**src/rtl/vr_fifo_channel.sv**
```systemverilog
// Valid/ready channel buffered by a DEPTH-entry first-word-fall-through FIFO,
// with occupancy, almost-full, synchronous flush and a wrapping transfer counter.
module vr_fifo_channel #(
   parameter int unsigned DATA_W   = 8,
   parameter int unsigned DEPTH    = 8,
   parameter int unsigned AF_LEVEL = 6,
   parameter int unsigned CNT_W    = 16
) (
   input  logic                     clk,
   input  logic                     rst,
   input  logic                     flush,
   input  logic                     in_valid,
   input  logic [DATA_W-1:0]        in_data,
   output logic                     in_ready,
   output logic                     out_valid,
   output logic [DATA_W-1:0]        out_data,
   input  logic                     out_ready,
   output logic [$clog2(DEPTH):0]   count,
   output logic                     almost_full,
   output logic [CNT_W-1:0]         xfer_cnt
);

   localparam int unsigned AW = $clog2(DEPTH);
   localparam int unsigned CW = AW + 1;

   logic [DATA_W-1:0] mem [DEPTH];
   logic [AW-1:0]     wr_ptr;
   logic [AW-1:0]     rd_ptr;
   logic [CW-1:0]     cnt_q;
   logic [CW-1:0]     cnt_d;
   logic              af_q;
   logic              rdy_en_q;
   logic [CNT_W-1:0]  xfer_q;
   logic              push;
   logic              pop;

   // rdy_en_q keeps in_ready low until the first edge after reset release
   assign in_ready    = rdy_en_q & (cnt_q != CW'(DEPTH)) & ~flush;
   assign out_valid   = (cnt_q != '0);
   assign out_data    = out_valid ? mem[rd_ptr] : '0;
   assign count       = cnt_q;
   assign almost_full = af_q;
   assign xfer_cnt    = xfer_q;

   assign push = in_valid & in_ready;
   assign pop  = out_valid & out_ready & ~flush;

   // next occupancy
   always_comb begin
      cnt_d = cnt_q;
      if (flush) begin
         cnt_d = '0;
      end else begin
         case ({push, pop})
            2'b10:   cnt_d = cnt_q + CW'(1);
            2'b01:   cnt_d = cnt_q - CW'(1);
            default: cnt_d = cnt_q;
         endcase
      end
   end

   // pointer, occupancy and counter state
   always_ff @(posedge clk or negedge rst) begin
      if (!rst) begin
         wr_ptr   <= '0;
         rd_ptr   <= '0;
         cnt_q    <= '0;
         af_q     <= 1'b0;
         rdy_en_q <= 1'b0;
         xfer_q   <= '0;
      end else begin
         rdy_en_q <= 1'b1;
         cnt_q    <= cnt_d;
         af_q     <= (cnt_d >= CW'(AF_LEVEL));
         if (flush) begin
            wr_ptr <= '0;
            rd_ptr <= '0;
         end else begin
            if (push) wr_ptr <= wr_ptr + AW'(1);
            if (pop)  rd_ptr <= rd_ptr + AW'(1);
         end
         if (pop) xfer_q <= xfer_q + CNT_W'(1);
      end
   end

   // storage needs no reset: out_data is masked while empty
   always_ff @(posedge clk) begin
      if (push) mem[wr_ptr] <= in_data;
   end

endmodule
```
**config.mk**
```make
export PLATFORM = sky130hd
export DESIGN_NAME = vr_fifo_channel
export DESIGN_NICKNAME = d
export VERILOG_FILES = /design/src/rtl/vr_fifo_channel.sv
export SDC_FILE = /design/constraint.sdc
export NUM_CORES = 1
export LEC_CHECK = 0
export ABC_AREA = 1
export CAP_MARGIN = 0
export CORE_ASPECT_RATIO = 0.75
export CORE_MARGIN = 4
export CORE_UTILIZATION = 47
export CTS_CLUSTER_DIAMETER = 200
export DETAILED_ROUTE_END_ITERATION = 7
export PLACE_DENSITY = 0.8
export SETUP_SLACK_MARGIN = 0.2
export SYNTH_ARGS = -nofsm -noshare
export SYNTH_HDL_FRONTEND = slang
export SYNTH_SLANG_ARGS = --single-unit
```
**constraint.sdc**
```tcl
create_clock -name clk -period 3.4 [get_ports clk]
set_clock_uncertainty 0.2 [all_clocks]
set_input_delay 0.51 -clock clk [delete_from_list [all_inputs] [get_ports clk]]
set_output_delay 0.51 -clock clk [all_outputs]
set_load 0.02 [all_outputs]
```
==> impl_metrics.env <==
export IMPL_fillers=606
export IMPL_cts_tree="yes"
export IMPL_drive_gt1_share_pct=9.69
export IMPL_grt_ovfl_total=0
export IMPL_regArea_mm2=0.00262
export IMPL_slew_violations=0
export IMPL_ctsResizeCount=0
export IMPL_power_mw=3.03
export IMPL_startpoint_type="flip-flop"
export IMPL_clockBufferDepth=2
export IMPL_setup_violations=0
export IMPL_synthCells=359
export IMPL_period_minus_slack_ns=2.94
export IMPL_final_cell_mix="edfxtp_1 (64), nor2_1 (62), o21ai_0 (48)"
export IMPL_slowest_delay_ns=0.65
export IMPL_cellLeakagePower_nw=1.88
export IMPL_antenna_found_initial=0
export IMPL_irDropWorstVdd_uv=415
export IMPL_slew_headroom_pct=49.0
export IMPL_die_area_mm2=0.0101
export IMPL_htreeDepth=3
export IMPL_min_path_type="reg2reg"
export IMPL_clkTransAtPathRegs_ns=0.06
export IMPL_ys_warn_count=0
export IMPL_routed_via_count=2843
export IMPL_arrival_ns=2.23
export IMPL_drc=0
export IMPL_place_ws_ns=0.706
export IMPL_clock_latency_ns=0.34
export IMPL_viasPerCell=5.49
export IMPL_syn_nets=377
export IMPL_die_h_um=88.0
export IMPL_grt_max_degree=34
export IMPL_ctsHoldBuffers=0
export IMPL_grt_pass1_wl_mm=15.4
export IMPL_hpwl_mm=6.43
export IMPL_layout_commonest_cell="edfxtp_1"
export IMPL_initial_utilization_pct=49.5
export IMPL_n_antenna_cell=0
export IMPL_areaGrowthSynthToFinish_pct=21.9
export IMPL_io_pins=44
export IMPL_cp_cell_sequence="inv_1 -> buf_4 -> nor2_1 -> o22ai_1 -> o21ai_0 -> a31oi_1 -> clkdlybuf4s50_1"
export IMPL_multi_input_area_mm2=0.00124
export IMPL_ant_nets=0
export IMPL_crit_type="reg2out"
export IMPL_timing_final_crit_share_pct=86.5
export IMPL_cts_made_buffers=9
export IMPL_grt_pass1_vias=2810
export IMPL_rows=28
export IMPL_p_per_area_mw_per_mm2=621
export IMPL_rsz0062_at_grt="no"
export IMPL_fin_ws_ns=0.460
export IMPL_postCtsSetupBuffers=0
export IMPL_worstMarginPinSlew_ns=0.762
export IMPL_drt_wl_total_mm=9.58
export IMPL_final_hold_violation_count=0
export IMPL_place_congestion=0.837
export IMPL_syn_area_mm2=0.00401
export IMPL_tns_ns=0
export IMPL_synth_seq_cells=92
export IMPL_drt_pass1_iter_count=6
export IMPL_end_kind="output port"
export IMPL_cp_max_fo=16
export IMPL_seq_area_frac_synth_pct=65.4
export IMPL_clock_sinks=92
export IMPL_crit_family="buffers and inverters"
export IMPL_syn_mean_instance_area_um2=11.2
export IMPL_path_buf_inv=3
export IMPL_cts_root_buf="clkbuf_16"
export IMPL_worst_ep_required_time_ns=2.69
export IMPL_wl_per_cell_um=18.5
export IMPL_synth_cell_type_count=29
export IMPL_nNetsFinal=427
export IMPL_status="finished clean"
export IMPL_grt_usage_pct=20.4
export IMPL_fmax_ghz=0.340
export IMPL_first_iter_violations=381
export IMPL_cpMaxStageDelayCell="clkdlybuf4s50_1"
export IMPL_port_buffers=43
export IMPL_die_x_um=115
export IMPL_drv_cap=0
export IMPL_core_region_area_mm2=0.00809
final timing paths:
kind / from / end / slack (ns) / cells past startpoint
min: xfer_cnt[15]$_DFFE_PN0P_ / xfer_cnt[15]$_DFFE_PN0P_ / 0.28 / 1
max reg2reg: count[2]$_DFF_PN0_ / almost_full$_DFF_PN0_ / 1.06 / 17
max: rd_ptr[0]$_DFFE_PN0P_ / out_data[7] / 0.46 / 7
min in group asynchronous: rst / wr_ptr[0]$_DFFE_PN0P_ / 0.35 / 2
max in group asynchronous: rst / rd_ptr[1]$_DFFE_PN0P_ / 2.37 / 2
min reg2reg: xfer_cnt[15]$_DFFE_PN0P_ / xfer_cnt[15]$_DFFE_PN0P_ / 0.28 / 1
registers in the layout, indices dropped and copies added (netlist names):
name and count:
xfer_cnt 16, rdy_en_q 1, wr_ptr 3, rd_ptr 3
mem 64, almost_full 1, count 4
synth_stat cells:
library cell / n / area [um^2]
xor2_1: 10 / 87.6
nor2_4: 4 / 45.0
nor2_1: 62 / 233
edfxtp_1: 64 / 1920
o21ai_1: 1 / 5.00
clkbuf_1: 10 / 37.5
ha_1: 5 / 62.6
conb_1: 1 / 3.75
nand4_1: 3 / 18.8
a21oi_1: 7 / 35.0
nand2_4: 1 / 11.3
dfrtp_1: 28 / 701
nand3_2: 5 / 50.1
o21ai_0: 48 / 240
nor2_2: 2 / 12.5
o22ai_1: 8 / 50.1
nor3_4: 1 / 16.3
buf_6: 1 / 11.3
nor2_8: 1 / 20.0
inv_2: 2 / 7.51
nand2_2: 2 / 12.5
nand3_4: 1 / 17.5
a31oi_1: 8 / 50.1
nand2_1: 42 / 158
xnor2_1: 5 / 43.8
inv_1: 24 / 90.1
nand3_1: 10 / 50.1
o21a_1: 1 / 7.51
nor3_1: 2 / 10.0
cell families after synthesis:
| logic type | count (synthesis) | share of synthesized area, % |
|---|---|---|
| adder cells (fa/ha/maj) | 5 | 1.56 |
| other | 1 | 0.0935 |
| flip-flops | 92 | 65.4 |
| AND/OR/NAND/NOR | 136 | 16.3 |
| buffers and inverters | 37 | 3.65 |
| AO/OA/AOI/OAI | 73 | 9.68 |
| XOR/XNOR | 15 | 3.28 |
power by group:
group          leakage [nW]  switching, mW  internal (mW)
Clock                 0.146          0.400          0.637
Combinational         0.788          0.421          0.269
Sequential            0.944         0.0585           1.25
worst register-to-register path, delay by kind of cell, from the launching register on:
family          cells  cell delay (ns)
flops               1             0.43
compound gates      1             0.19
fa+ha+maj           1             0.17
buf+inv             3             0.15
simple gates       12             1.09
per-stage QoR:
step                hold slack [ns]  util [%]  instance area, um^2  std cells
floorplan                    0.0144         -                 4010        359
global placement              0.259      56.5                 4570        503
detailed placement            0.273      56.5                 4570        503
CTS                           0.282      60.3                 4880        518
global route                  0.305      60.4                 4890        518
finish                        0.281      60.4                 4890        518
final cells by class:
type,instances,area share (%)
Tap cell,105,2.69
Clock buffer,10,4.68
Sequential cell,92,53.6
Timing Repair Buffer,50,9.96
Multi-Input combinational cell,230,25.4
Inverter,26,2.07
Clock inverter,5,1.59
metal layers:
| layer | wire (um) | vias to the layer above | track usage [%] | part of all wire, % |
|---|---|---|---|---|
| met5 | 0 | - | 0 | 0 |
| met4 | 169 | 0 | 8.41 | 1.8 |
| met3 | 620 | 10 | 4.42 | 6.5 |
| met2 | 4430 | 117 | 30.2 | 46 |
| met1 | 4360 | 1381 | 29.4 | 46 |
| li1 | - | 1335 | - | - |
No activity file was read; power rests on OpenSTA's default activity.
